`config.mk`:
```
export PLATFORM = sky130hd
export DESIGN_NAME = crop_uncrop_pad
export DESIGN_NICKNAME = d
export VERILOG_FILES = /design/src/rtl/crop_uncrop_pad_pkg.sv /design/src/rtl/crop_uncrop_pad_frame_raster_counter.sv /design/src/rtl/crop_uncrop_pad.sv
export SDC_FILE = /design/constraint.sdc
export NUM_CORES = 1
export LEC_CHECK = 0
export BUFFER_PORTS_ARGS = -buffer_cell sky130_fd_sc_hd__buf_4
export CAP_MARGIN = 5
export CORE_ASPECT_RATIO = 2
export CORE_MARGIN = 2
export CORE_UTILIZATION = 29
export DETAILED_ROUTE_END_ITERATION = 12
export SLEW_MARGIN = 10
export SYNTH_ARGS = -nofsm -noshare
export SYNTH_HDL_FRONTEND = slang
export SYNTH_SLANG_ARGS = --single-unit
```
`constraint.sdc`:
```
create_clock -name clk -period 6.4 [get_ports clk]
set_input_delay 1.28 -clock clk [delete_from_list [all_inputs] [get_ports clk]]
set_output_delay 1.28 -clock clk [all_outputs]
set_load 0.02 [all_outputs]
```
`src/rtl/crop_uncrop_pad_pkg.sv`:
```
// Shared definitions for the crop / uncrop stages: default frame geometry,
// fill value and the two-state stream FSM encoding.
package crop_pkg;

    // Default geometry, shared with crop_filter so both ends agree.
    localparam int DEF_PIXEL_BIT_WIDTH  = 12;
    localparam int DEF_IN_ROWS          = 40;
    localparam int DEF_IN_COLS          = 40;
    localparam int DEF_OUT_ROWS         = 20;
    localparam int DEF_OUT_COLS         = 20;
    localparam int DEF_IMG_ROW_BITWIDTH = 10;
    localparam int DEF_IMG_COL_BITWIDTH = 10;

    // Pixel value emitted outside the crop box.
    localparam int DEF_FILL_VALUE       = 0;

    // Stream FSM states.
    typedef enum logic [0:0] {
        IDLE   = 1'b0,
        STREAM = 1'b1
    } crop_state_e;

    // Plain constants for code that keeps state in a logic vector.
    localparam logic [0:0] ST_IDLE   = 1'b0;
    localparam logic [0:0] ST_STREAM = 1'b1;

endpackage

```
`src/rtl/crop_uncrop_pad_frame_raster_counter.sv`:
```
// Raster (x,y) position counter for a full frame. Advances on en, wraps x at
// COLS-1 into the next row, wraps y at ROWS-1 back to the top, and flags the
// last pixel of the frame combinationally.
module frame_raster_counter #(
    parameter int COLS = 40,
    parameter int ROWS = 40,
    parameter int XW   = 10,
    parameter int YW   = 10
) (
    input  logic          clk,
    input  logic          reset,
    input  logic          en,
    output logic [XW-1:0] x,
    output logic [YW-1:0] y,
    output logic          last
);

    logic x_at_end;
    logic y_at_end;

    assign x_at_end = (x == XW'(COLS - 1));
    assign y_at_end = (y == YW'(ROWS - 1));
    assign last     = x_at_end && y_at_end;

    // Step through the frame in raster order, one position per enable.
    always_ff @(posedge clk or negedge reset) begin
        if (!reset) begin
            x <= '0;
            y <= '0;
        end else if (en) begin
            if (x_at_end) begin
                x <= '0;
                y <= y_at_end ? '0 : y + YW'(1);
            end else begin
                x <= x + XW'(1);
            end
        end
    end

endmodule

```
`src/rtl/crop_uncrop_pad.sv`:
```
// Uncrop stage: rebuilds a full IN_ROWSxIN_COLS frame from a cropped
// OUT_ROWSxOUT_COLS stream, placing the crop box at corner (X1,Y1) and filling
// everything else with FILL_VALUE.
//
// Handshakes: every *_TVALID/*_TREADY pair transfers on a posedge where both
// are high; a source holds VALID and DATA stable until that happens, and
// pixel_out holds TDATA/TVALID while pixel_out_TREADY is low.
module crop_uncrop_pad
    import crop_pkg::*;
#(
    parameter int PIXEL_BIT_WIDTH  = DEF_PIXEL_BIT_WIDTH,
    parameter int IN_ROWS          = DEF_IN_ROWS,
    parameter int IN_COLS          = DEF_IN_COLS,
    parameter int OUT_ROWS         = DEF_OUT_ROWS,
    parameter int OUT_COLS         = DEF_OUT_COLS,
    parameter int IMG_ROW_BITWIDTH = DEF_IMG_ROW_BITWIDTH,
    parameter int IMG_COL_BITWIDTH = DEF_IMG_COL_BITWIDTH,
    parameter logic [PIXEL_BIT_WIDTH-1:0] FILL_VALUE = PIXEL_BIT_WIDTH'(DEF_FILL_VALUE)
) (
    input  logic                        clk,
    input  logic                        reset,
    input  logic [PIXEL_BIT_WIDTH-1:0]  pixel_in_TDATA,
    input  logic                        pixel_in_TVALID,
    output logic                        pixel_in_TREADY,
    input  logic [IMG_ROW_BITWIDTH-1:0] crop_Y1_TDATA,
    input  logic                        crop_Y1_TVALID,
    output logic                        crop_Y1_TREADY,
    input  logic [IMG_COL_BITWIDTH-1:0] crop_X1_TDATA,
    input  logic                        crop_X1_TVALID,
    output logic                        crop_X1_TREADY,
    output logic [PIXEL_BIT_WIDTH-1:0]  pixel_out_TDATA,
    output logic                        pixel_out_TVALID,
    input  logic                        pixel_out_TREADY,
    output logic                        pixel_out_TLAST,
    output logic                        clamp_flag,
    output logic [0:0]                  state_dbg
);

    localparam int CW = IMG_COL_BITWIDTH;
    localparam int RW = IMG_ROW_BITWIDTH;

    // Largest legal corners; compared one bit wider so nothing overflows.
    localparam logic [CW:0] X_MAX = (CW + 1)'(IN_COLS - OUT_COLS);
    localparam logic [RW:0] Y_MAX = (RW + 1)'(IN_ROWS - OUT_ROWS);

    logic [0:0]    state_q, state_d;
    logic [CW-1:0] x1_q;
    logic [RW-1:0] y1_q;
    logic          have_x_q, have_x_d;
    logic          have_y_q, have_y_d;
    logic          rdy_x_q, rdy_y_q;
    logic          clamp_q;

    logic [CW-1:0] x;
    logic [RW-1:0] y;
    logic          last;

    logic          cap_x, cap_y;
    logic          x_clamp, y_clamp;
    logic [CW-1:0] x1_capt;
    logic [RW-1:0] y1_capt;
    logic          out_hs;
    logic          frame_done;
    logic          in_box;

    logic [CW:0]   x_ext, x_lo, x_hi;
    logic [RW:0]   y_ext, y_lo, y_hi;

    // Corner capture happens only in IDLE; READY is already low elsewhere.
    assign cap_x = (state_q == ST_IDLE) && crop_X1_TVALID && rdy_x_q;
    assign cap_y = (state_q == ST_IDLE) && crop_Y1_TVALID && rdy_y_q;

    assign x_clamp = ({1'b0, crop_X1_TDATA} > X_MAX);
    assign y_clamp = ({1'b0, crop_Y1_TDATA} > Y_MAX);
    assign x1_capt = x_clamp ? X_MAX[CW-1:0] : crop_X1_TDATA;
    assign y1_capt = y_clamp ? Y_MAX[RW-1:0] : crop_Y1_TDATA;

    assign out_hs     = pixel_out_TVALID && pixel_out_TREADY;
    assign frame_done = out_hs && last;

    frame_raster_counter #(
        .COLS (IN_COLS),
        .ROWS (IN_ROWS),
        .XW   (CW),
        .YW   (RW)
    ) u_raster (
        .clk   (clk),
        .reset (reset),
        .en    (out_hs),
        .x     (x),
        .y     (y),
        .last  (last)
    );

    // Box bounds in one-bit-wider arithmetic.
    assign x_ext  = {1'b0, x};
    assign x_lo   = {1'b0, x1_q};
    assign x_hi   = x_lo + (CW + 1)'(OUT_COLS - 1);
    assign y_ext  = {1'b0, y};
    assign y_lo   = {1'b0, y1_q};
    assign y_hi   = y_lo + (RW + 1)'(OUT_ROWS - 1);
    assign in_box = (x_ext >= x_lo) && (x_ext <= x_hi) &&
                    (y_ext >= y_lo) && (y_ext <= y_hi);

    // Next-state logic: collect both corners, then stream one frame.
    always_comb begin
        state_d  = state_q;
        have_x_d = have_x_q;
        have_y_d = have_y_q;
        case (state_q)
            ST_IDLE: begin
                if (cap_x) have_x_d = 1'b1;
                if (cap_y) have_y_d = 1'b1;
                if (have_x_q && have_y_q) state_d = ST_STREAM;
            end
            default: begin
                if (frame_done) begin
                    have_x_d = 1'b0;
                    have_y_d = 1'b0;
                    state_d  = ST_IDLE;
                end
            end
        endcase
    end

    // State, corner registers, registered corner READYs and sticky clamp flag.
    always_ff @(posedge clk or negedge reset) begin
        if (!reset) begin
            state_q  <= ST_IDLE;
            x1_q     <= '0;
            y1_q     <= '0;
            have_x_q <= 1'b0;
            have_y_q <= 1'b0;
            rdy_x_q  <= 1'b0;
            rdy_y_q  <= 1'b0;
            clamp_q  <= 1'b0;
        end else begin
            state_q  <= state_d;
            have_x_q <= have_x_d;
            have_y_q <= have_y_d;
            rdy_x_q  <= (state_d == ST_IDLE) && !have_x_d;
            rdy_y_q  <= (state_d == ST_IDLE) && !have_y_d;
            if (cap_x) x1_q <= x1_capt;
            if (cap_y) y1_q <= y1_capt;
            if ((cap_x && x_clamp) || (cap_y && y_clamp)) clamp_q <= 1'b1;
        end
    end

    // Output mux: pass the cropped stream through inside the box, fill outside.
    always_comb begin
        pixel_out_TDATA  = '0;
        pixel_out_TVALID = 1'b0;
        pixel_in_TREADY  = 1'b0;
        if (state_q == ST_STREAM) begin
            if (in_box) begin
                pixel_out_TDATA  = pixel_in_TDATA;
                pixel_out_TVALID = pixel_in_TVALID;
                pixel_in_TREADY  = pixel_out_TREADY;
            end else begin
                pixel_out_TDATA  = FILL_VALUE;
                pixel_out_TVALID = 1'b1;
            end
        end
    end

    assign pixel_out_TLAST = (state_q == ST_STREAM) && last;
    assign crop_X1_TREADY  = rdy_x_q;
    assign crop_Y1_TREADY  = rdy_y_q;
    assign clamp_flag      = clamp_q;
    assign state_dbg       = state_q;

endmodule

```
==> reports/qor.csv, run 1 <==
stage,metric,value,unit
worst_setup_path,flop2flop setup slack,2.77,ns
grt,first-pass GRT wire length,15.4,mm
sta,Rel. slew slack,0.594,
sta,count of pins over their slew limit,0,
logic_synthesis,Synth top area share,0.337,
min_path,WHS Path Cells,1,
route,DRT iter0 DRCs,151,
route,vias per inst,5.18,
logic_synthesis,Syn Nets,463,
route,post-route DRC violation count,0,
logic_synthesis,area share of fa/ha/maj cells after synthesis,0.161,
cts,clock tree buffer depth,2,
logic_synthesis,area fraction in compound gates after synthesis,0.179,
worst_setup_path,CP max FO,22,
floorplan,Core Box Area,0.0116,mm2
layout,fillcell total,1234,
floorplan,Die Footprint,0.0127,mm2
logic_synthesis,sequential area share after synthesis,0.337,
route,DR vias,3021,
worst_setup_path,worst r2r dst,u_raster.y[1],
sta,FMAX,0.195,GHz
sta,fin crit share,0.801,
sta,Final Skew,0.0129,ns
place,DPL Wire Length,7.31,mm
logic_synthesis,most frequent cells after synthesis,"46 x dfrtp_1, 44 x ha_1, 32 x inv_1",
logic_synthesis,average size of a mapped cell,8.98,um2
layout,post-route cell area,0.00414,mm2
sta,Final Hold Fails,0,
pwr,leakage power,1.94,nW
logic_synthesis,top_reg_cell synth,dfrtp_1,
place,port bufs,56,
cts,total CTS buffers,5,
place,Post-Place Worst Slack,1.63,ns
layout,nets,519,
logic_synthesis,Cells after Synth,381,
floorplan,I/O pins,57,
route,Routed Antenna Nets,0,
layout,Syn-to-layout area delta,21.1,%
route,Routed WL,9.10,mm
cts,post-CTS resize count,0,
floorplan,row cnt,56,
layout,layout cell share with drive strength beyond 1,0.176,
logic_synthesis,Synth Area in Simple Gates,0.192,
pwr,Power Dens Cells,185,mW/mm2
min_path,type of the tightest min-delay check,reg2reg,
route,wire per inst,15.6,um
route,Pre-Repair DR Iteration Count,4,
cts,clock latency on the worst-skew pair,0.30,ns
grt,vias in the first global route,3201,
cts,# hold bufs at CTS,0,
min_path,Hold Crit Start,clamp_flag,
cts,"Setup Fix Bufs, Post-CTS",0,
place,gp weighted congestion,0.848,
logic_synthesis,synth unique cells,51,
job,max_cap viols,0,
floorplan,DIE WIDTH,80.8,um
floorplan,Die Y,158,um
logic_synthesis,post-synthesis mux area share,0.0194,
worst_setup_path,Setup crit start kind,flop,
logic_synthesis,XOR/XNOR Fraction of Synth Area,0.0640,
sta,post-route worst hold slack,0.485,ns
sta,setup TNS,0,ns
sta,Final WS setup,1.27,ns
worst_setup_path,WP data arrival,3.85,ns
status,status,"complete, no violations",
logic_synthesis,largest family of logic cells by synthesized area,simple AND/OR/NAND/NOR gates,
place,post-place instance area,0.00399,mm2
min_path,worst hold endpoint,clamp_flag,
sta,Tightest Pin Transition,0.609,ns
grt,Total GRT Usage,0.155,
grt,initial antenna violation count,0,
grt,pin count of the biggest net entering global routing,47,
worst_setup_path,WP data required,5.12,ns
logic_synthesis,Mapped Area,0.00342,mm2
layout,antenna cells,0,
logic_synthesis,top-count cell post-synth,dfrtp_1,
sta,RSZ-0062 raised after global routing,no,
worst_setup_path,crit end category,output pin,
sta,setup violators final,0,
cts,Clock Tree Root,clkbuf_16,
logic_synthesis,Syn. warnings,0,
worst_setup_path,Worst Reg2Reg Path Length in Cells,14,
pwr,Worst IR Drop VDD,112,uV
logic_synthesis,Synth area leader,dfrtp_1,
sta,crit path time final,5.13,ns
logic_synthesis,fraction of registers with async set/reset,1.00,
logic_synthesis,top post-synthesis cells by area,"dfrtp_1 34%, ha_1 16%, xnor2_1 5.9%",
logic_synthesis,"EDFF count, synth",0,
cts,CTS tree,done,
cts,htree depth,2,
logic_synthesis,Yosys reg bits,46,
cts,CTS Sinks,46,
grt,total grt overflow,0,
cts,"Clk pin slew, worst setup/hold paths",0.08,ns
floorplan,initial core utilization,0.294,
worst_setup_path,worst r2r src,x1_q[0],
worst_setup_path,type of the worst setup path,reg2out,
## flip-flops by register name, indices dropped and copies added (netlist names)
| register | count |
|---|---|
| u_raster.x | 10 |
| crop_Y1_TREADY | 1 |
| have_x_q | 1 |
| have_y_q | 1 |
| crop_X1_TREADY | 1 |
| x1_q | 10 |
| clamp_flag | 1 |
| u_raster.y | 10 |
| y1_q | 10 |
| state_dbg | 1 |
## cell families after synthesis
group	after synthesis
AOI/OAI and AO/OA	91
xor gates and xnor gates	25
adders and majority gates	44
buffers and inverters	41
DFF	46
muxes	6
and+or+nand+nor	128
## power by group
part           internal [mW]  switching (mW)  leakage [nW]
clock network          0.146           0.125        0.0664
registers              0.312          0.0374         0.548
logic                 0.0735          0.0723          1.33
total                  0.532           0.235          1.94
## critical path, stage by stage, from the launching register on
cell and delay [ns]:
dfrtp_1 0.40, inv_1 0.09, ha_1 0.22, nand3b_1 0.21
nand2_1 0.16, nand2_1 0.08, xnor2_1 0.20, ha_1 0.31
a211oi_2 0.24, o221ai_1 0.15, o221ai_1 0.35, nand4_2 0.13
buf_4 0.22, nor2_1 0.43, and2_1 0.21, buf_4 0.14
## layer usage
layer  track usage  vias up  wire length (um)
met5             0        -                 0
met4        0.0589        0               216
met3        0.0183       15               162
met2         0.313       35              5480
met1         0.155     1492              3230
li1              -     1479                 -
## stage by stage
stage	power (mW)	util	instances
after floorplan	0.439	-	381
after global placement	0.492	0.343	575
after detailed placement	0.501	0.343	575
after CTS	0.772	0.356	583
after global routing	0.815	0.356	583
final	0.766	0.356	583
## worst max-delay path by stage
stage / start / endpoint / slack (ns)
floorplan: x1_q[0] / pixel_out_TDATA[10] / 2.34
global placement: x1_q[0] / pixel_out_TDATA[8] / 1.82
detailed placement: x1_q[0] / pixel_out_TDATA[2] / 1.63
CTS: x1_q[0] / pixel_out_TDATA[2] / 1.29
global route: x1_q[0] / pixel_out_TDATA[9] / 1.00
finish: x1_q[0] / pixel_out_TDATA[7] / 1.27
## placed cells by master (no fill, tap or decap), types with 3 or more instances in the layout
master	count
ha_1	44
o211ai_1	9
o2111ai_1	5
a211oi_1	3
clkbuf_16	5
xnor2_1	23
nand3_1	9
and3_1	7
nor2b_1	3
o21ai_0	16
nand2_1	27
nor2_1	29
dfrtp_1	46
buf_4	58
o221ai_1	5
mux2_2	5
o21a_1	8
and2_1	16
or3_1	3
nor3_1	11
a21oi_1	25
inv_1	32
nand4_1	10
## final cells by class
type	instances	area (um2)	area share
Multi-Input combinational cell	294	2110	0.508
Sequential cell	46	1150	0.278
Timing Repair Buffer	58	435	0.105
Tap cell	145	181	0.0438
Clock buffer	5	125	0.0302
Inverter	32	120	0.0290
Clock inverter	3	23.8	0.00574
(Power assumes the default switching activity.)
==> run 2, diff against run 1 <==
==> constraint.sdc (replaced) <==
create_clock -name clk -period 5.32 [get_ports clk]
set_input_delay 1.064 -clock clk [delete_from_list [all_inputs] [get_ports clk]]
set_output_delay 1.064 -clock clk [all_outputs]
set_load 0.02 [all_outputs]
==> run 2 against run 1 <==
Global-route usage down 0.11 points. Routed wire length down 1.2%. Largest power group unchanged. Clock-buffer cell count unchanged. Via count down 0.23%. Final cell count unchanged. Sequential share of layout area down 0.13 points.
==> reports/qor.csv, run 2 (same netlist as run 1, synthesis figures left out) <==
stage,metric,value,unit
worst_setup_path,type of the worst setup path,reg2out,
worst_setup_path,Setup crit start kind,flop,
route,DRT iter0 DRCs,151,
place,gp weighted congestion,0.841,
layout,fillcell total,1268,
worst_setup_path,crit path from,x1_q[0],
floorplan,initial core utilization,0.294,
grt,Total GRT Usage,0.154,
status,status,"complete, no violations",
sta,Tightest Pin Transition,0.590,ns
floorplan,I/O pins,57,
worst_setup_path,worst r2r src,x1_q[0],
cts,post-CTS resize count,0,
cts,CTS Sinks,46,
grt,total grt overflow,0,
worst_setup_path,flop2flop setup slack,1.74,ns
min_path,type of the tightest min-delay check,reg2reg,
cts,htree depth,2,
grt,vias in the first global route,3283,
cts,"Clk pin slew, worst setup/hold paths",0.07,ns
cts,"Setup Fix Bufs, Post-CTS",0,
layout,layout cell share with drive strength beyond 1,0.176,
sta,Final Hold Fails,0,
pwr,clock group share of total power,0.382,
place,Post-Place Worst Slack,0.925,ns
route,wire per inst,15.4,um
sta,setup TNS,0,ns
cts,clock tree buffer depth,2,
cts,total CTS buffers,5,
sta,fin crit share,0.883,
layout,antenna cells,0,
sta,RSZ-0062 raised after global routing,no,
floorplan,DIE WIDTH,80.8,um
place,port bufs,56,
floorplan,Die Y,158,um
route,DR vias,3014,
grt,first-pass GRT wire length,15.2,mm
layout,final core occ,0.358,
worst_setup_path,CP max FO,12,
route,post-route DRC violation count,0,
pwr,Psw,0.271,mW
pwr,Worst IR Drop VDD,163,uV
sta,crit path time final,4.70,ns
sta,count of pins over their slew limit,0,
route,Pre-Repair DR Iteration Count,4,
sta,FMAX,0.213,GHz
sta,Final WS setup,0.622,ns
worst_setup_path,capture point of the worst path,pixel_out_TDATA[3],
floorplan,Core Box Area,0.0116,mm2
pwr,internal power,0.686,mW
worst_setup_path,WP data required,4.26,ns
pwr,Sw Share,0.283,
pwr,Comb power frac,0.180,
pwr,Power Dens Cells,230,mW/mm2
cts,clock latency on the worst-skew pair,0.30,ns
sta,Rel. slew slack,0.606,
grt,pin count of the biggest net entering global routing,47,
sta,setup violators final,0,
worst_setup_path,WP data arrival,3.63,ns
cts,Clock Tree Root,clkbuf_16,
job,max_cap viols,0,
layout,footprint of the multi-input gates,0.00211,mm2
route,vias per inst,5.17,
worst_setup_path,worst r2r dst,u_raster.x[0],
floorplan,Die Footprint,0.0127,mm2
cts,# hold bufs at CTS,0,
grt,initial antenna violation count,0,
place,DPL Wire Length,7.37,mm
worst_setup_path,crit end category,output pin,
worst_setup_path,Worst Reg2Reg Path Length in Cells,14,
layout,"commonest non-fill, non-tap cell in the layout",buf_4,
pwr,leakage power,1.96,nW
pwr,power share of the sequential group,0.438,
layout,Syn-to-layout area delta,21.7,%
route,Routed Antenna Nets,0,
sta,Final Skew,0.00745,ns
floorplan,row cnt,56,
cts,CTS tree,done,
layout,nets,519,
route,Routed WL,8.99,mm
layout,Sequential Area,0.00115,mm2
layout,most frequent cells in the layout,"58 x buf_4, 46 x dfrtp_1, 44 x ha_1",
[run 2: cell count changes in the layout (fill, tap and decap cells not counted)]
cell and change:
bufinv_16 +1, clkinv_2 +1, clkinvlp_4 -2
[run 2: area by class of cell]
class                           instances  area share
Clock buffer                            5      0.0301
Clock inverter                          3      0.0105
Tap cell                              145      0.0436
Inverter                               32      0.0289
Timing Repair Buffer                   58       0.105
Multi-Input combinational cell        294       0.506
Sequential cell                        46       0.277
[run 2: power groups by stage]
| stage | Sequential, mW | Combinational [mW] | Clock [mW] |
|---|---|---|---|
| after floorplan | 0.413 | 0.116 | 0 |
| after global routing | 0.426 | 0.207 | 0.386 |
| after global placement | 0.424 | 0.166 | 0 |
| after detailed placement | 0.426 | 0.175 | 0 |
| after CTS | 0.419 | 0.176 | 0.372 |
| final | 0.419 | 0.172 | 0.365 |
[run 2: layer usage]
metal	vias up	share of wire	track usage
met5	-	0	0
met4	0	0.044	0.0823
li1	1482	-	-
met3	28	0.020	0.0212
met1	1443	0.35	0.148
met2	61	0.58	0.303
[run 2: how the worst min path moves through the flow]
| stage | depth (start not counted) | endpoint | slack, ns | startpoint |
|---|---|---|---|---|
| global route | 1 | clamp_flag | 0.52 | clamp_flag |
| global placement | 1 | clamp_flag | 0.48 | clamp_flag |
| detailed placement | 1 | clamp_flag | 0.49 | clamp_flag |
| floorplan | 1 | crop_X1_TREADY | 0.47 | have_x_q |
| finish | 1 | clamp_flag | 0.48 | clamp_flag |
| CTS | 1 | clamp_flag | 0.50 | clamp_flag |
[run 2: critical path, cell delays in order (launching register included)]
cell and delay [ns]:
dfrtp_1 0.39, inv_1 0.09, ha_1 0.22, nand3b_1 0.21, nand2_1 0.16, nand2_1 0.09
xnor2_1 0.13, ha_1 0.32, a211oi_2 0.22, o221ai_1 0.13, o221ai_1 0.30, nand4_2 0.25
nor2_1 0.47, and2_1 0.21, buf_4 0.14
[run 2: stage by stage]
stage / hold slack (ns) / cell area, um2 / cells / total power [mW]
floorplan: 0.470 / 3420 / 381 / 0.528
global placement: 0.477 / 3990 / 575 / 0.591
detailed placement: 0.485 / 3990 / 575 / 0.601
CTS: 0.502 / 4160 / 583 / 0.967
global route: 0.525 / 4160 / 583 / 1.02
finish: 0.484 / 4160 / 583 / 0.957
==> run 3, diff against run 2 <==
--- a/config.mk
+++ b/config.mk
@@ -11,6 +11,7 @@
 export CORE_MARGIN = 2
 export CORE_UTILIZATION = 29
 export DETAILED_ROUTE_END_ITERATION = 12
+export PLACE_DENSITY_LB_ADDON = 0.1
 export SLEW_MARGIN = 10
 export SYNTH_ARGS = -nofsm -noshare
 export SYNTH_HDL_FRONTEND = slang
==> run 3 against run 2 <==
Power fell by 3.3%. Clock skew shrank 0.0018 ns. Sequential share of layout area grew 0.14 points. First-iteration DRC count down 9.3%. Clock-buffer cell count is 2 higher. Critical path type unchanged. Critical endpoint is now pixel_out_TDATA[6]. Largest cell class unchanged. Largest power group unchanged.
==> reports/qor.csv, run 3 (same netlist as run 1, synthesis figures left out) <==
stage,metric,value,unit
grt,initial antenna violation count,0,
floorplan,Die Footprint,0.0127,mm2
worst_setup_path,type of the worst setup path,reg2out,
grt,Total GRT Usage,0.179,
place,port bufs,56,
pwr,Sw Share,0.298,
sta,Tightest Pin Transition,0.755,ns
cts,post-CTS resize count,0,
route,Routed Antenna Nets,0,
worst_setup_path,WP data required,4.26,ns
floorplan,I/O pins,57,
sta,Rel. slew slack,0.484,
floorplan,Die Y,158,um
route,post-route DRC violation count,0,
place,gp weighted congestion,0.765,
cts,# hold bufs at CTS,0,
route,wire per inst,18.1,um
worst_setup_path,WP data arrival,3.60,ns
grt,total grt overflow,0,
status,status,"complete, no violations",
pwr,leakage power,1.95,nW
layout,antenna cells,0,
grt,vias in the first global route,3203,
floorplan,Core Box Area,0.0116,mm2
pwr,Power Dens Cells,223,mW/mm2
layout,Syn-to-layout area delta,21.1,%
sta,crit path time final,4.66,ns
route,Pre-Repair DR Iteration Count,6,
job,max_cap viols,0,
route,DR vias,2990,
pwr,Worst IR Drop VDD,111,uV
sta,fin crit share,0.876,
floorplan,row cnt,56,
worst_setup_path,CP max FO,12,
cts,"Setup Fix Bufs, Post-CTS",0,
cts,total CTS buffers,5,
sta,Final Skew,0.00560,ns
layout,Non-Filler Instances,583,
place,DPL Wire Length,8.68,mm
route,DRT iter0 DRCs,137,
route,Routed WL,10.5,mm
worst_setup_path,CP max stage delay,0.44,ns
sta,setup violators final,0,
cts,clock tree buffer depth,2,
cts,htree depth,2,
sta,RSZ-0062 raised after global routing,no,
pwr,internal power,0.649,mW
cts,clock latency on the worst-skew pair,0.29,ns
sta,count of pins over their slew limit,0,
grt,first-pass GRT wire length,16.6,mm
cts,"Clk pin slew, worst setup/hold paths",0.07,ns
pwr,Comb power frac,0.187,
floorplan,DIE WIDTH,80.8,um
cts,CTS Sinks,46,
worst_setup_path,crit end category,output pin,
sta,Final Hold Fails,0,
layout,most frequent cells in the layout,"58 x buf_4, 46 x dfrtp_1, 44 x ha_1",
grt,pin count of the biggest net entering global routing,47,
pwr,clock group share of total power,0.356,
cts,Clock Tree Root,clkbuf_16,
min_path,type of the tightest min-delay check,reg2reg,
layout,layout cell share with drive strength beyond 1,0.174,
layout,"commonest non-fill, non-tap cell in the layout",buf_4,
cts,CTS tree,done,
layout,nets,519,
pwr,power share of the sequential group,0.456,
sta,setup TNS,0,ns
worst_setup_path,CP max-delay cell,nor2_1,
worst_setup_path,Setup crit start kind,flop,
place,placed instance count,575,
pwr,Psw,0.276,mW
route,vias per inst,5.13,
worst_setup_path,CP Cell Sequence,inv_1 -> ha_1 -> nand3b_1 -> nand2_1 -> nand2_1 -> xnor2_1 -> ha_1 -> a211oi_2 -> o221ai_1 -> o221ai_1 -> nand4_2 -> nor2_1 -> and2_1 -> buf_4,
floorplan,initial core utilization,0.294,
sta,FMAX,0.215,GHz
## run 3: cell types whose count changed in the layout (fill, tap and decap cells not counted), sizes merged
| cell | before | now |
|---|---|---|
| bufinv | 1 | 0 |
| inv | 33 | 32 |
| clkbuf | 5 | 7 |
## run 3: final timing paths
path / start / endpoint / slack (ns) / cells after the start
setup / recovery: x1_q[0] / pixel_out_TDATA[6] / 0.66 / 14
hold / removal: clamp_flag / clamp_flag / 0.48 / 1
setup reg to reg: x1_q[0] / u_raster.y[1] / 1.65 / 14
hold reg to reg: clamp_flag / clamp_flag / 0.48 / 1
max in group asynchronous: reset / x1_q[9] / 4.09 / 1
min in group asynchronous: reset / x1_q[4] / 0.79 / 1
## run 3: worst max-delay path: cells and delay by family (launching register included)
family	cells	cell delay, ns
adders and majority gates	2	0.55
xor gates and xnor gates	1	0.13
DFF	1	0.39
and+or+nand+nor	6	1.35
buffers and inverters	2	0.23
AOI/OAI and AO/OA	3	0.68
## run 3: metal layers
layer	share of wire	wire length [um]	track usage	vias to the layer above
li1	-	-	-	1487
met1	0.32	3350	0.156	1431
met2	0.61	6480	0.369	45
met3	0.014	145	0.0149	27
met4	0.054	565	0.107	0
met5	0	0	0	-
## run 3: cell type report
| type | instances | area [um2] |
|---|---|---|
| clock buffers | 7 | 143 |
| clock inverters | 1 | 5.00 |
| fillers | 1272 | 7490 |
| inverters | 32 | 120 |
| multi-input cells | 294 | 2110 |
| flip-flops and latches | 46 | 1150 |
| well taps | 145 | 181 |
| repair buffers | 58 | 435 |
## run 3: power by group through the flow
stage	sequential, mW	combinational, mW	clock [mW]
final	0.422	0.173	0.329
after global routing	0.430	0.202	0.353
after CTS	0.422	0.177	0.343
after detailed placement	0.429	0.177	0
after global placement	0.428	0.172	0
after floorplan	0.413	0.116	0
## run 3: through the flow
stage / utilization / instance area [um2] / setup slack, ns / hold slack (ns) / total power [mW]
floorplan: - / 3420 / 1.47 / 0.470 / 0.528
global placement: 0.343 / 3990 / 0.982 / 0.456 / 0.600
detailed placement: 0.343 / 3990 / 0.922 / 0.462 / 0.606
CTS: 0.356 / 4140 / 0.584 / 0.482 / 0.943
global route: 0.356 / 4140 / 0.377 / 0.498 / 0.985
finish: 0.356 / 4140 / 0.660 / 0.481 / 0.925
